## src/rtl/ref_pattern_gen.sv

```systemverilog
// Reference word source for the frame checker: incrementing pattern starting at SEED.
module ref_pattern_gen #(
   parameter int                DATA_W = 32,
   parameter logic [DATA_W-1:0] SEED   = '0
) (
   input  logic              i_clk,
   input  logic              i_rst,
   input  logic              i_load,
   input  logic              i_advance,
   output logic [DATA_W-1:0] o_ref
);

   logic [DATA_W-1:0] ref_q, ref_d;

   always_comb begin
      ref_d = ref_q;
      if (i_load)
         ref_d = SEED;
      else if (i_advance)
         ref_d = ref_q + DATA_W'(1);
   end

   always_ff @(posedge i_clk) begin
      if (i_rst)
         ref_q <= SEED;
      else
         ref_q <= ref_d;
   end

   assign o_ref = ref_q;

endmodule

```

## config.mk

```make
export PLATFORM = sky130hd
export DESIGN_NAME = ref_pattern_gen
export DESIGN_NICKNAME = d
export VERILOG_FILES = /design/src/rtl/ref_pattern_gen.sv
export SDC_FILE = /design/constraint.sdc
export NUM_CORES = 1
export LEC_CHECK = 0
export CAP_MARGIN = 10
export CORE_UTILIZATION = 25
export CTS_BUF_LIST = sky130_fd_sc_hd__clkbuf_4 sky130_fd_sc_hd__clkbuf_8
export CTS_CLUSTER_DIAMETER = 80
export DETAILED_ROUTE_END_ITERATION = 7
export GPL_TIMING_DRIVEN = 1
export MAX_ROUTING_LAYER = met4
export PLACE_DENSITY = 0.46
export SLEW_MARGIN = 5
export SYNTH_ARGS = -nofsm -noshare
export SYNTH_HDL_FRONTEND = slang
export SYNTH_SLANG_ARGS = --single-unit
```

## constraint.sdc

```tcl
create_clock -name i_clk -period 1.9 [get_ports i_clk]
set_clock_uncertainty 0.1 [all_clocks]
set_input_delay 0.475 -clock i_clk [delete_from_list [all_inputs] [get_ports i_clk]]
set_output_delay 0.475 -clock i_clk [all_outputs]
set_load 0.05 [all_outputs]
```

# Word-level counts from Yosys, hierarchy flattened
# Index checks and enable logic that the tools add are counted.
# W data, S select, Z words.
[totals]
ff_bits = 32
in_bits = 4
out_inout_bits = 32
elab_cells = 3
[classes]
addsub = 1
n_reduce_logical = 1
[op_table]
columns = ["operator", "n"]
rows = [
  ["$add A32 B1 Y32 const B", 1],
  ["$reduce_or A2 Y1", 1],
]

# Logic depth before layout (Yosys ltp)
# Gate-level depths: netlist of the first run.
[logic_depth]
ltp_word = 1
mapped_depth = 6

# Worst setup path before layout of the first run
# No wires, ideal clock.
[synth_path]
path_kind = "reg-to-reg"
start = "register ref_q[0] (netlist: o_ref[0])"
end = "register ref_q[20] (netlist: o_ref[20])"
setup_ps = 70
t_arrival_ps = 1986
setup_slack_ps = -256
path_stages_with_launch = 7
path_buffers = 1
cell_sequence = "dfxtp_1 ha_1 and3_1 buf_2 nand4_4 or4_1 a21oi_1"
[synth_between]
elab_chain_cells = 1
[synth_rtl]
columns = ["element", "line", "text"]
rows = [
  ["start: declaration", "13", "logic [DATA_W-1:0] ref_q, ref_d;"],
  ["start signal: assignment", "27", "ref_q <= ref_d;"],
  ["$add A32 B1 Y32", "20", "ref_d = ref_q + DATA_W'(1);"],
]
# Every way passes these cells.
# A chain may end at the register's enable or synchronous reset.

# Worst setup path in the final report of the first run
[layout_path]
start = "register ref_q[8] (netlist: o_ref[8])"
end = "register ref_q[20] (netlist: o_ref[20])"
# The elaborated chain is that of the path after synthesis.

==> results of run 1 <==
## how the worst max path moves through the flow
stage | slack, ns | end | cells after the start
after floorplan | 0.008 | o_ref[31] | 4
after global placement | -0.40 | o_ref[31] | 5
after detailed placement | -0.42 | o_ref[31] | 5
after CTS | 0.03 | o_ref[24] | 5
after global routing | 0.04 | o_ref[25] | 4
final | 0.16 | o_ref[20] | 5
## layout make-up
type / instances / share of cell area
Clock buffer: 7 / 0.03651
Clock inverter: 1 / 0.002180
Inverter: 3 / 0.004905
Multi-Input combinational cell: 130 / 0.3749
Sequential cell: 32 / 0.2916
Tap cell: 75 / 0.04087
Timing Repair Buffer: 62 / 0.2490
## through the flow
step / TNS [ns] / cells / utilization
floorplan: 0 / 173 / -
global placement: -7.081 / 301 / 0.3668
detailed placement: -7.708 / 301 / 0.3668
CTS: 0 / 310 / 0.3840
global route: 0 / 310 / 0.3855
finish: 0 / 310 / 0.3855
## worst min-delay path: stages (launching register included)
cell,delay (ns)
dfxtp_1,0.32
o31ai_1,0.06
a21oi_1,0.06
## per-layer routing
metal  vias to the layer above  share of wire  wire (um)
li1                        783              -          -
met1                       728           0.50       1997
met2                        26           0.45       1777
met3                         7          0.032        127
met4                         0          0.019         77
met5                         -              0          0
## report_power, final
part | switching [mW] | internal, mW
registers | 0.00172 | 0.670
clock network | 0.247 | 0.285
logic | 0.0243 | 0.0211
## cells in the final DEF, fill, tap and decap left out, types with 2 or more instances in the layout
master,netlist,routed
o31ai_1,10,10
and3_1,6,5
nand2_1,9,9
nor2_1,14,14
clkbuf_8,0,5
or3_2,2,2
a21oi_1,17,17
xor2_1,9,9
buf_4,2,51
nand3_1,9,9
and4_4,1,2
nand4_1,10,10
dfxtp_1,32,13
mux2i_1,2,2
dfxtp_2,0,17
clkdlybuf4s50_1,0,2
or4_1,10,10
dfxtp_4,0,2
inv_1,3,3
xnor2_1,3,3
or3_1,7,7
clkbuf_4,0,2
nand4_4,2,2
and4_1,4,2
o21ai_0,7,7
buf_12,1,8
## kinds of logic (layout without fill, tap and decap cells)
logic type / after synthesis / count (layout) / share of synthesized area
compound gates: 36 / 36 / 0.1363
simple gates: 79 / 79 / 0.3168
fa+ha+maj: 1 / 1 / 0.008018
flops: 32 / 32 / 0.4106
mux: 2 / 2 / 0.01283
xor+xnor: 12 / 12 / 0.06737
buf+inv: 11 / 73 / 0.04811
## what timing repair did
item | CTS | global route
gates cloned | 0 | 0
endpoints found under the setup margin | 18 | 7
gates resized for setup | 5 | 2
buffers inserted | 1 | 0
pin swaps | 1 | 0
==> metrics.txt, run 1 <==
Syn Std Cell Area 1560 sq um; EDFF count, synth 0; # DRC 0; minimum clock period 1.744 ns; ys async rst share 0; slowest CP cell or4_1; CTS H-tree lvls 2; WHS 0.3863 ns; Max Freq 0.5735 GHz; PD cells 544.1 nW/um^2; Area contributors post-synth dfxtp_1 41%, a21oi_1 5.5%, xor2_1 5.1%; Pleak 0.8780 nW; number of diodes 0; Die Wd 81 um; Startpoint Class register; crit end category register; hold_sp o_ref[31]; reg-to-reg slack, setup 0.16 ns; Final GP Congestion 0.7238; RSZ-0062 raised after global routing false; synthesized flop and latch total 32; Largest register FFs 32; met2 usage 0.1975; Netlist cell types 32; first-pass GRT wire length 6.727 mm; CTS tree yes; Mapped Cells 173; Crit path largest cell delay 0.48 ns; GR Util met3 0.03371; Seq. cell area 669.4 sq um; I/O pin cnt 36; Wirelength per Cell 12.84 um; clock slew at reported path FFs 0.07 ns; crit path max fanout 5; Die Y-Extent 81 um; Worst R2R Path Depth 5; crit path cell chain and4_2 -> buf_4 -> nand4_4 -> or4_1 -> a21oi_1; number of global-route vias before repair 1386; setup slack after layout 0.1563 ns; most numerous cell in the Yosys netlist dfxtp_1; largest net degree at the start of global routing 20; DR vias 1544; Max Cap Viol 0; worst path bufs/invs 1; Total Wirelength 3.980 mm; Area after DPL 2185 sq um; syn_area_per_cell 9.019 sq um; DRT iter0 DRCs 65; top post-synthesis cells by count 32 x dfxtp_1, 17 x a21oi_1, 14 x nor2_1; Worst Hold Class register to register; grt total ovfl 0; Synth Net Count 178; CTS Buf Count 5; Area Overhead vs Synth 47.15%; Max IR drop VDD 0.0001918 V; Setup violations, final 0; area leader, netlist dfxtp_1; Synth top area share 0.4106; M1 GR Usage 0.1908; hold depth 2; overall power 1.249 mW; Max clock buf depth 2; clock sink total 32; Via density 4.981; layout cells sized above 1 0.4128; CP required 2.01 ns; Multi-input gate area 860.8 sq um; setup slack after placement -0.4189 ns; Initial Util 0.2620; Reg-to-Reg Start o_ref[8]; Std-Cell Rows 28; port bufs 35; Post-synth top flop dfxtp_1; core region area 5956 sq um; GRT Overall Usage 0.1415; busiest grt layer met2; first-pass detailed-route iteration total 4; Crit path max-delay family simple AND/OR/NAND/NOR gates; Pins Over Slew Limit 0; Slew headroom 0.8094; slew at the pin closest to its max-slew limit 0.2823 ns; final hold violations 0; initial antenna violation count 0; Seq/Total Area, Yosys 0.4106; fillers 617; CP Class register to register; root buffer selected by CTS clkbuf_8; Final ANT Viol Nets 0; Design Area, Final 2296 sq um; CP startpoint o_ref[8]; nets 239; Die Area 6561 sq um; worst-skew pair later-pin latency 0.29 ns; CTS Hold Bufs 0; Critical R2R Capture o_ref[20]; worst hold endpoint o_ref[31]; status finished clean; Period Utilization, post-route 0.9177; WP data arrival 1.86 ns; DP Wirelength 2.923 mm; Synth warnings 0
No activity file was read; power rests on OpenSTA's default activity.
==> inputs of run 2 (changes only) <==
--- a/config.mk
+++ b/config.mk
@@ -5,7 +5,6 @@
 export SDC_FILE = /design/constraint.sdc
 export NUM_CORES = 1
 export LEC_CHECK = 0
-export CAP_MARGIN = 10
 export CORE_UTILIZATION = 25
 export CTS_BUF_LIST = sky130_fd_sc_hd__clkbuf_4 sky130_fd_sc_hd__clkbuf_8
 export CTS_CLUSTER_DIAMETER = 80
==> results of run 2 <==
No change in the layout: final DEF, timing and power equal those of run 1.
==> inputs of run 3 (changes only) <==
--- a/config.mk
+++ b/config.mk
@@ -9,6 +9,7 @@
 export CTS_BUF_LIST = sky130_fd_sc_hd__clkbuf_4 sky130_fd_sc_hd__clkbuf_8
 export CTS_CLUSTER_DIAMETER = 80
 export DETAILED_ROUTE_END_ITERATION = 7
+export GPL_ROUTABILITY_DRIVEN = 0
 export GPL_TIMING_DRIVEN = 1
 export MAX_ROUTING_LAYER = met4
 export PLACE_DENSITY = 0.46
==> results of run 3 <==
No change in the layout: final DEF, timing and power equal those of run 1.
